==> src/rtl/ad9228_capture_ctrl.sv <==
// ad9228_capture_ctrl
// Block acquisition sequencer for the deserialised channels of one AD9228.
// Handles arm/trigger/abort and counts accepted samples up to a programmed length.
// Each accepted strobe snapshots every channel word, and the words stream out
// one channel per beat on a valid/ready interface.
module ad9228_capture_ctrl #(
    parameter int DATA_WIDTH = 12,
    parameter int NUM_CH     = 4,
    parameter int CNT_WIDTH  = 16
) (
    input  logic                         clk,
    input  logic                         rstn,
    input  logic [NUM_CH*DATA_WIDTH-1:0] ch_data,
    input  logic                         sample_strb,
    input  logic                         arm,
    input  logic                         trigger,
    input  logic                         abort,
    input  logic [CNT_WIDTH-1:0]         num_samples,
    output logic [DATA_WIDTH-1:0]        m_tdata,
    output logic [$clog2(NUM_CH)-1:0]    m_tchan,
    output logic                         m_tvalid,
    input  logic                         m_tready,
    output logic                         m_tlast,
    output logic                         busy,
    output logic                         done,
    output logic                         overflow
);

    localparam int CH_W = $clog2(NUM_CH);
    localparam logic [CH_W-1:0] LAST_CH = CH_W'(NUM_CH - 1);

    typedef enum logic [2:0] {
        S_IDLE    = 3'd0,
        S_ARMED   = 3'd1,
        S_CAPTURE = 3'd2,
        S_DRAIN   = 3'd3,
        S_DONE    = 3'd4
    } state_t;

    state_t                               state_q, state_d;
    logic [NUM_CH-1:0][DATA_WIDTH-1:0]    snap_q, snap_d;
    logic                                 snap_full_q, snap_full_d;
    logic [CH_W-1:0]                      ch_idx_q, ch_idx_d;
    logic [CNT_WIDTH-1:0]                 sample_cnt_q, sample_cnt_d;
    logic [CNT_WIDTH-1:0]                 num_q, num_d;
    logic                                 overflow_q, overflow_d;

    logic beat;
    logic last_ch;
    logic free_now;
    logic window;

    // Next-state logic: serialiser advance, sample acceptance, then arm and abort overrides.
    always_comb begin
        state_d      = state_q;
        snap_d       = snap_q;
        snap_full_d  = snap_full_q;
        ch_idx_d     = ch_idx_q;
        sample_cnt_d = sample_cnt_q;
        num_d        = num_q;
        overflow_d   = overflow_q;

        beat     = snap_full_q & m_tready;
        last_ch  = (ch_idx_q == LAST_CH);
        // The snapshot becomes free in the same cycle its final channel is taken,
        // so a strobe arriving on that cycle can still be captured.
        free_now = beat & last_ch;
        window   = (state_q == S_CAPTURE) | ((state_q == S_ARMED) & trigger);

        if (beat) begin
            if (last_ch) begin
                ch_idx_d    = '0;
                snap_full_d = 1'b0;
            end else begin
                ch_idx_d = ch_idx_q + CH_W'(1);
            end
        end

        if ((state_q == S_ARMED) && trigger) begin
            state_d = S_CAPTURE;
        end

        if (window && sample_strb) begin
            if (!snap_full_q || free_now) begin
                snap_d       = ch_data;
                snap_full_d  = 1'b1;
                ch_idx_d     = '0;
                sample_cnt_d = sample_cnt_q + CNT_WIDTH'(1);
                if (sample_cnt_d == num_q) begin
                    state_d = S_DRAIN;
                end
            end else begin
                overflow_d = 1'b1;
            end
        end

        // Only the final sample is ever held in DRAIN, so its last channel closes the block.
        if ((state_q == S_DRAIN) && free_now) begin
            state_d = S_DONE;
        end

        if (arm && ((state_q == S_IDLE) || (state_q == S_DONE)) && (num_samples != '0)) begin
            state_d      = S_ARMED;
            num_d        = num_samples;
            sample_cnt_d = '0;
            overflow_d   = 1'b0;
        end

        if (abort) begin
            state_d     = S_IDLE;
            snap_full_d = 1'b0;
            ch_idx_d    = '0;
        end
    end

    // State and datapath registers with synchronous active-low reset.
    always_ff @(posedge clk) begin
        if (!rstn) begin
            state_q      <= S_IDLE;
            snap_q       <= '0;
            snap_full_q  <= 1'b0;
            ch_idx_q     <= '0;
            sample_cnt_q <= '0;
            num_q        <= '0;
            overflow_q   <= 1'b0;
        end else begin
            state_q      <= state_d;
            snap_q       <= snap_d;
            snap_full_q  <= snap_full_d;
            ch_idx_q     <= ch_idx_d;
            sample_cnt_q <= sample_cnt_d;
            num_q        <= num_d;
            overflow_q   <= overflow_d;
        end
    end

    assign m_tvalid = snap_full_q;
    assign m_tdata  = snap_q[ch_idx_q];
    assign m_tchan  = ch_idx_q;
    assign m_tlast  = snap_full_q & (ch_idx_q == LAST_CH) & (state_q == S_DRAIN);
    assign busy     = (state_q == S_ARMED) | (state_q == S_CAPTURE) | (state_q == S_DRAIN);
    assign done     = (state_q == S_DONE);
    assign overflow = overflow_q;

endmodule

==> config.mk <==
export PLATFORM = sky130hd
export DESIGN_NAME = ad9228_capture_ctrl
export DESIGN_NICKNAME = d
export VERILOG_FILES = /design/src/rtl/ad9228_capture_ctrl.sv
export SDC_FILE = /design/constraint.sdc
export NUM_CORES = 1
export LEC_CHECK = 0
export BUFFER_PORTS_ARGS = -buffer_cell sky130_fd_sc_hd__buf_2
export CORE_MARGIN = 3
export CORE_UTILIZATION = 55
export DETAILED_ROUTE_END_ITERATION = 8
export HOLD_SLACK_MARGIN = 0.05
export PLACE_DENSITY = 0.83
export SKIP_CTS_REPAIR_TIMING = 1
export SLEW_MARGIN = 20
export SYNTH_ARGS = -nofsm -noshare
export SYNTH_HDL_FRONTEND = slang
export SYNTH_SLANG_ARGS = --single-unit
export TNS_END_PERCENT = 1
==> constraint.sdc <==
create_clock -name clk -period 3.47 [get_ports clk]
set_input_delay 0.347 -clock clk [delete_from_list [all_inputs] [get_ports clk]]
set_output_delay 0.347 -clock clk [all_outputs]
set_load 0.02 [all_outputs]
==> flow_metrics.tcl, run 1 <==
set metrics [dict create \
    core.rowCount 31 \
    holdCritPathClass "primary input to register" \
    end_kind "primary output" \
    path_class "register to primary output" \
    start_util_pct 57.3 \
    numPortBuffers 89 \
    routed_wl_microns 10000 \
    critPathLaunchType "register" \
    grt_max_degree 66 \
    die_area_sq_um 8770 \
    final-hold-violation-count 0 \
    clock_skew_ps 7.62 \
    final_util_pct 67.1 \
    cp_max_fo 16 \
    ioPinCount 90 \
    syn_avg_cell_area_sq_um 9.05 \
    ys_warn_count 0 \
    gr-total-overflow 0 \
    fin_nets 616 \
    antenna-diode-count 0 \
    fillCellCount 608 \
    grtUsageTotal_pct 24.0 \
    die_h_microns 93.6 \
    cts_buffers 9 \
    min-delay-start "abort" \
    ys_seq_area_share_pct 41.2 \
    cts_tree "yes" \
    avgRoutedWirePerCell_microns 15.5 \
    ant_nets 0 \
    max_freq_mhz 475 \
    drive_gt1_share_pct 24.5 \
    syn_area_sq_um 4220 \
    dp.cells 631 \
    clock_sinks 87 \
    finalCritPeriodShare_pct 60.7 \
    cts_root_buf "clkbuf_8" \
    drv_slew 0 \
    area_growth_pct 17.2 \
    drtIter0Drc 186 \
    dr.pass1.iters 4 \
    routed_via_density 5.54 \
    syn_nets 540 \
    grt_pass1_wl_microns 16600 \
    worstReg2RegStart "state_q[1]" \
    grt_pass1_vias 3585 \
    drc 0 \
    period_needed_ps 2110 \
    cts_buffer_depth 2 \
    vias 3587 \
    place_congestion 0.870 \
    final_cells 647 \
    relSlewSlack_pct 45.4 \
    ys_seq_elements 87 \
    total_power_mw 2.07 \
    tns_ps 0 \
    outcome "completed" \
    p_leak_nw 1.91 \
    power_density_nw_per_um2 417 \
    clk_latency_ps 360 \
    finalSetupViolCount 0 \
    coreArea_sq_um 7370 \
    place_ws_ps 1410 \
    clk_pin_slew_worst_paths_ps 90 \
    crit_path_start "m_tchan[0]" \
    drv_cap 0 \
    rsz0062_at_grt "false" \
    dp_hpwl_microns 7100 \
    postSynthCellCount 467 \
    antenna_found_initial 0 \
    ys_types 53 \
    required_ps 3120 \
    cts-htree-levels 3 \
    die_x_microns 93.6 \
    vdd_drop_max_uv 233 \
    worst_pin_slew_ps 819 \
    arrival_ps 1760 \
    worst_slack_ps 1360 \
]
-- per-layer routing --
layer / GRT usage, % / wire length, microns
met5: 0 / 0
met4: 11.3 / 238
met3: 4.83 / 627
met2: 38.1 / 4820
met1: 31.3 / 4340
-- final cells by class --
| type | instances | area, sq um | area share, % |
|---|---|---|---|
| Timing Repair Buffer | 95 | 503 | 10.2 |
| Tap cell | 99 | 124 | 2.50 |
| Sequential cell | 87 | 1740 | 35.2 |
| Clock inverter | 7 | 119 | 2.40 |
| Multi-Input combinational cell | 345 | 2320 | 46.9 |
| Inverter | 5 | 18.8 | 0.379 |
| Clock buffer | 9 | 124 | 2.50 |
-- power breakdown --
group,switching (mW),leakage (nW),internal [mW]
combinational,0.0854,1.09,0.0840
sequential,0.0157,0.705,1.02
clock,0.382,0.116,0.479
-- cell families (layout without fill, tap and decap cells) --
| logic type | Yosys count | after routing | share of synthesized area [%] |
|---|---|---|---|
| compound gates | 71 | 71 | 12.8 |
| xor+xnor | 38 | 38 | 7.88 |
| fa+ha+maj | 2 | 2 | 0.592 |
| buf+inv | 35 | 116 | 4.09 |
| flops | 87 | 87 | 41.2 |
| mux | 30 | 30 | 10.7 |
| simple gates | 204 | 204 | 22.7 |
-- critical path, stage by stage, from the launching register on --
cell     delay (ps)
dfxtp_1         340
buf_4           300
mux4_2          570
buf_2           180
-- path summary, 6_finish.rpt --
kind | endpoint | slack (ps) | depth (start not counted)
max reg2reg | sample_cnt_q[5] | 1380 | 5
max | m_tdata[1] | 1360 | 3
min reg2reg | snap_q[4] | 460 | 2
min | state_q[1] | 170 | 2
-- layout by cell type (no fill, tap or decap), types with 2 or more instances in the layout --
cell / count
a21boi_0: 42
a21boi_1: 6
a21oi_1: 6
and3_1: 4
buf_2: 89
buf_4: 5
bufinv_16: 3
clkbuf_8: 9
clkinvlp_4: 2
dfxtp_1: 87
ha_1: 2
inv_1: 5
mux2i_1: 17
mux4_2: 12
nand2_1: 107
nand2b_1: 3
nand3_1: 8
nand4_1: 4
nor2_1: 26
nor2b_1: 18
nor3_1: 11
nor4_1: 9
o21ai_0: 2
o22ai_1: 2
xnor2_1: 29
xor2_1: 9
-- sequential cells by signal, indices dropped and copies added (netlist names) --
| name | count |
|---|---|
| snap_q | 48 |
| num_q | 16 |
| sample_cnt_q | 16 |
| state_q | 3 |
| m_tchan | 2 |
| m_tvalid | 1 |
| overflow | 1 |
-- cell usage after synthesis (all sizes together) --
library cell  count  area [sq um]
a211o             1          8.76
a21bo             1          10.0
a21boi           48           360
a21o              1          7.51
a21oi             6          30.0
a31oi             1          6.26
a32oi             1          8.76
a41oi             1          8.76
and2              1          6.26
and3              5          32.5
and3b             1          8.76
and4              3          30.0
and4b             1          10.0
buf              22           124
clkbuf            8          30.0
dfxtp            87          1740
ha                2          25.0
inv               5          18.8
mux2              1          11.3
mux2i            17           170
mux4             12           270
nand2           108           413
nand2b            3          18.8
nand3             8          40.0
nand3b            1          7.51
nand4             5          37.5
nand4b            1          8.76
nor2             26          97.6
nor2b            18           113
nor3             11          55.1
nor3b             1          7.51
nor4             10          68.8
o211a             1          10.0
o211ai            2          20.0
o21ai             2          10.0
o22ai             2          12.5
o311ai            1          8.76
o31a              1          8.76
o31ai             1          12.5
o41ai             1          16.3
or3               1          6.26
xnor2            29           254
xor2              9          78.8
-- metrics by stage --
step	hold WS, ps	area, sq um
3_3_place_gp	440	4710
4_1_cts	166	4950
5_1_grt	174	4950
6_report	175	4950
2_1_floorplan	426	4220
3_5_place_dp	451	4710
(Power assumes the default switching activity.)
==> run 2, diff against run 1 <==
==> constraint.sdc (replaced) <==
create_clock -name clk -period 2.03 [get_ports clk]
set_input_delay 0.203 -clock clk [delete_from_list [all_inputs] [get_ports clk]]
set_output_delay 0.203 -clock clk [all_outputs]
set_load 0.02 [all_outputs]
==> flow_metrics.tcl, run 2 (synthesis gave the netlist of run 1 again) <==
set metrics [dict create \
    tns_ps 0 \
    worst-path-stages 3 \
    fillCellCount 631 \
    avgRoutedWirePerCell_microns 15.0 \
    cp_max_fo 16 \
    largest_register "snap_q" \
    cts_buffers 9 \
    drv_slew 0 \
    rsz0062_at_grt "false" \
    gr-total-overflow 0 \
    clockPowerShare_pct 37.4 \
    rr_worst_depth 6 \
    numPortBuffers 89 \
    area_growth_pct 18.2 \
    coreArea_sq_um 7370 \
    power.internal_mw 2.48 \
    r2r_end "state_q[0]" \
    worst_pin_slew_ps 520 \
    dr.pass1.iters 4 \
    final-hold-violation-count 0 \
    mostFrequentLayoutCell "nand2_1" \
    switching_share_pct 24.9 \
    drc 0 \
    routed_wl_microns 9840 \
    antenna-diode-count 0 \
    clk_pin_slew_worst_paths_ps 90 \
    place_ws_ps 124 \
    core.rowCount 31 \
    reg_top3 "snap_q x48, num_q x16, sample_cnt_q x16" \
    cp_slowest_cell "mux4_2" \
    cts_buffer_depth 2 \
    path_class "register to primary output" \
    antenna_found_initial 0 \
    vias 3600 \
    drive_gt1_share_pct 25.6 \
    worst_slack_ps 135 \
    die_x_microns 93.6 \
    power_density_nw_per_um2 661 \
    die_h_microns 93.6 \
    outcome "completed" \
    place_congestion 0.900 \
    combinationalPowerShare_pct 9.0 \
    arrival_ps 1690 \
    clock_skew_ps 11.7 \
    cts_tree "yes" \
    largest_reg_flops 48 \
    worstReg2RegStart "sample_cnt_q[1]" \
    finalCritPeriodShare_pct 93.3 \
    required_ps 1830 \
    max_freq_mhz 528 \
    period_needed_ps 1890 \
    grt_pass1_vias 3461 \
    crit_chain "buf_6 > mux4_2 > buf_2" \
    ioPinCount 90 \
    ant_nets 0 \
    cp_num_buf_inv 2 \
    drv_cap 0 \
    critPathLaunchType "register" \
    clk_latency_ps 360 \
    total_power_mw 3.30 \
    grtUsageTotal_pct 23.1 \
    p_leak_nw 1.94 \
    dp_hpwl_microns 7190 \
    cts_root_buf "clkbuf_8" \
    grt_pass1_wl_microns 16000 \
    hold_depth 3 \
    relSlewSlack_pct 65.4 \
    layout_common_cells "107 x nand2_1, 89 x buf_2, 87 x dfxtp_1" \
    fin_nets 626 \
    hold_end "snap_q[10]" \
    switching_power_uw 823 \
    vdd_drop_max_uv 439 \
    finalSetupViolCount 0 \
    regToRegSetupSlack_ps 200 \
    cts-htree-levels 3 \
    power_frac_seq_pct 53.6 \
    clock_sinks 87 \
    routed_via_density 5.48 \
    die_area_sq_um 8770 \
    end_kind "primary output" \
    holdCritPathClass "primary input to register" \
    start_util_pct 57.3 \
    cp_top_family "multiplexers" \
    final_util_pct 67.8 \
    max_stage_delay_ps 550 \
    grt_max_degree 66 \
    min-delay-start "ch_data[10]" \
    drtIter0Drc 192 \
]
[run 2: cell types whose count changed in the layout (fill, tap and decap cells not counted), sizes merged]
cell and change:
buf +9, bufinv -2, inv +2, dlygate4sd3 +1
[run 2: cell type report]
class | count | area, sq um | share of cell area, %
Inverter | 5 | 18.8 | 0.376
Clock inverter | 7 | 78.8 | 1.58
Clock buffer | 9 | 124 | 2.48
Sequential cell | 87 | 1740 | 34.9
Timing Repair Buffer | 105 | 588 | 11.8
Tap cell | 99 | 124 | 2.48
Multi-Input combinational cell | 345 | 2320 | 46.4
[run 2: how the worst max path moves through the flow]
stage,end,start
floorplan,m_tdata[10],m_tchan[0]
global placement,sample_cnt_q[9],num_samples[1]
detailed placement,snap_q[16],state_q[1]
CTS,m_tdata[8],m_tchan[0]
global route,sample_cnt_q[7],state_q[1]
finish,m_tdata[8],m_tchan[0]
[run 2: power groups by stage]
stage / registers [mW] / clock network, mW / logic [mW]
finish: 1.77 / 1.23 / 0.298
global route: 1.77 / 1.32 / 0.329
CTS: 1.77 / 1.26 / 0.296
detailed placement: 1.81 / 0 / 0.294
global placement: 1.81 / 0 / 0.288
floorplan: 1.80 / 0 / 0.176
[run 2: layer usage]
layer | vias up | routed length [microns] | GRT usage, % | part of all wire, %
li1 | 1769 | - | - | -
met1 | 1711 | 4200 | 29.8 | 43
met2 | 107 | 4990 | 39.2 | 51
met3 | 13 | 500 | 3.62 | 5.1
met4 | 0 | 138 | 8.06 | 1.4
met5 | - | 0 | 0 | 0
[run 2: metrics by stage]
stage                     instances  hold slack, ps  area [sq um]
after floorplan                 467             282          4220
after global placement          640             401          4770
after detailed placement        640             404          4770
after CTS                       656            16.2          4980
after global routing            657            88.5          4990
final                           657            78.8          4990
[run 2: tightest hold or removal path: stages]
cell	delay [ps]
buf_2	90
nand2_1	40
a21boi_1	50
==> run 3, diff against run 2 <==
--- a/config.mk
+++ b/config.mk
@@ -6,8 +6,10 @@
 export NUM_CORES = 1
 export LEC_CHECK = 0
 export BUFFER_PORTS_ARGS = -buffer_cell sky130_fd_sc_hd__buf_2
+export CELL_PAD_IN_SITES_DETAIL_PLACEMENT = 0
+export CELL_PAD_IN_SITES_GLOBAL_PLACEMENT = 2
 export CORE_MARGIN = 3
-export CORE_UTILIZATION = 55
+export CORE_UTILIZATION = 33
 export DETAILED_ROUTE_END_ITERATION = 8
 export HOLD_SLACK_MARGIN = 0.05
 export PLACE_DENSITY = 0.83
==> flow_metrics.tcl, run 3 (synthesis gave the netlist of run 1 again) <==
set metrics [dict create \
    outcome "completed" \
    max_stage_delay_ps 550 \
    grt_pass1_vias 3456 \
    crit_chain "buf_6 > mux4_2 > buf_2" \
    ant_nets 0 \
    clk_pin_slew_worst_paths_ps 70 \
    end_kind "primary output" \
    fin_hold_ws_ps 50.9 \
    power_density_nw_per_um2 703 \
    max_freq_mhz 536 \
    drv_cap 0 \
    clock_skew_ps 8.86 \
    final-hold-violation-count 0 \
    critPathLaunchType "register" \
    die_x_microns 119 \
    cts-htree-levels 3 \
    reg_top3 "snap_q x48, num_q x16, sample_cnt_q x16" \
    routed_wl_microns 10600 \
    largest_reg_flops 48 \
    drc 0 \
    rsz0062_at_grt "false" \
    antenna-diode-count 0 \
    place_ws_ps 118 \
    grtUsageTotal_pct 15.3 \
    die_h_microns 119 \
    finalSetupViolCount 0 \
    fin_nets 626 \
    cts_tree "yes" \
    fillCellCount 1270 \
    cp_slowest_cell "mux4_2" \
    start_util_pct 34.4 \
    arrival_ps 1660 \
    tns_ps 0 \
    holdCritPathClass "primary input to register" \
    layout_common_cells "107 x nand2_1, 89 x buf_2, 87 x dfxtp_1" \
    core.rowCount 40 \
    gr-total-overflow 0 \
    worst_slack_ps 163 \
    avgRoutedWirePerCell_microns 14.6 \
    ioPinCount 90 \
    antenna_found_initial 0 \
    vias 3479 \
    p_leak_nw 1.99 \
    grt_pass1_wl_microns 17400 \
    place_congestion 0.813 \
    dp_hpwl_microns 7800 \
    dr.pass1.iters 4 \
    clock_sinks 87 \
    cts_buffers 9 \
    coreArea_sq_um 12300 \
    required_ps 1830 \
    drtIter0Drc 163 \
    grt_max_degree 66 \
    cp_max_fo 16 \
    cts_root_buf "clkbuf_16" \
    period_needed_ps 1870 \
    path_class "register to primary output" \
    vdd_drop_max_uv 311 \
    worst_pin_slew_ps 565 \
    largest_register "snap_q" \
    mostFrequentLayoutCell "nand2_1" \
    numPortBuffers 89 \
    routed_via_density 4.79 \
    clk_latency_ps 340 \
    drive_gt1_share_pct 25.6 \
    finalCritPeriodShare_pct 92.0 \
    total_power_mw 3.64 \
    die_area_sq_um 14200 \
    relSlewSlack_pct 62.3 \
    cts_buffer_depth 2 \
    area_growth_pct 22.5 \
    drv_slew 0 \
]
-- run 3: cell types whose count changed in the layout (fill, tap and decap cells not counted), sizes merged --
cell,delta
clkinv,+1
clkinvlp,-1
dlygate4sd3,-1
bufinv,-1
clkbuf,+1
buf,+1
-- run 3: final timing paths --
path	start	endpoint	slack, ps	cells after the start
setup reg to reg	sample_cnt_q[0]	state_q[0]	250	6
hold reg to reg	snap_q[10]	snap_q[10]	450	2
hold / removal	abort	state_q[2]	50	2
setup / recovery	m_tchan[0]	m_tdata[4]	160	3
-- run 3: final cells by class --
cell class | instances | area, sq um | area share (%)
Inverter | 5 | 18.8 | 0.363
Tap cell | 168 | 210 | 4.06
Clock inverter | 6 | 51.3 | 0.991
Sequential cell | 87 | 1740 | 33.6
Clock buffer | 10 | 229 | 4.42
Timing Repair Buffer | 105 | 607 | 11.7
Multi-Input combinational cell | 345 | 2320 | 44.8
-- run 3: power by group --
| part | switching [mW] | internal (mW) | leakage, nW |
|---|---|---|---|
| Combinational | 0.149 | 0.154 | 1.15 |
| Clock | 0.718 | 0.847 | 0.134 |
| Sequential | 0.0269 | 1.74 | 0.705 |
-- run 3: metrics by stage --
step | cells | util (%) | instance area [sq um]
floorplan | 467 | - | 4220
global placement | 710 | 39.9 | 4890
detailed placement | 710 | 39.9 | 4890
CTS | 726 | 42.2 | 5170
global route | 726 | 42.2 | 5180
finish | 726 | 42.2 | 5180
-- run 3: layer usage --
metal	global-route usage [%]	part of all wire, %
met4	5.14	1.6
met3	4.18	4.7
met2	23.2	44
met1	21.0	49
met5	0	0
-- run 3: worst max-delay path, delay by kind of cell (launching register included) --
kind     cells  cell delay, ps
flops        1             360
mux          1             550
buf+inv      2             410
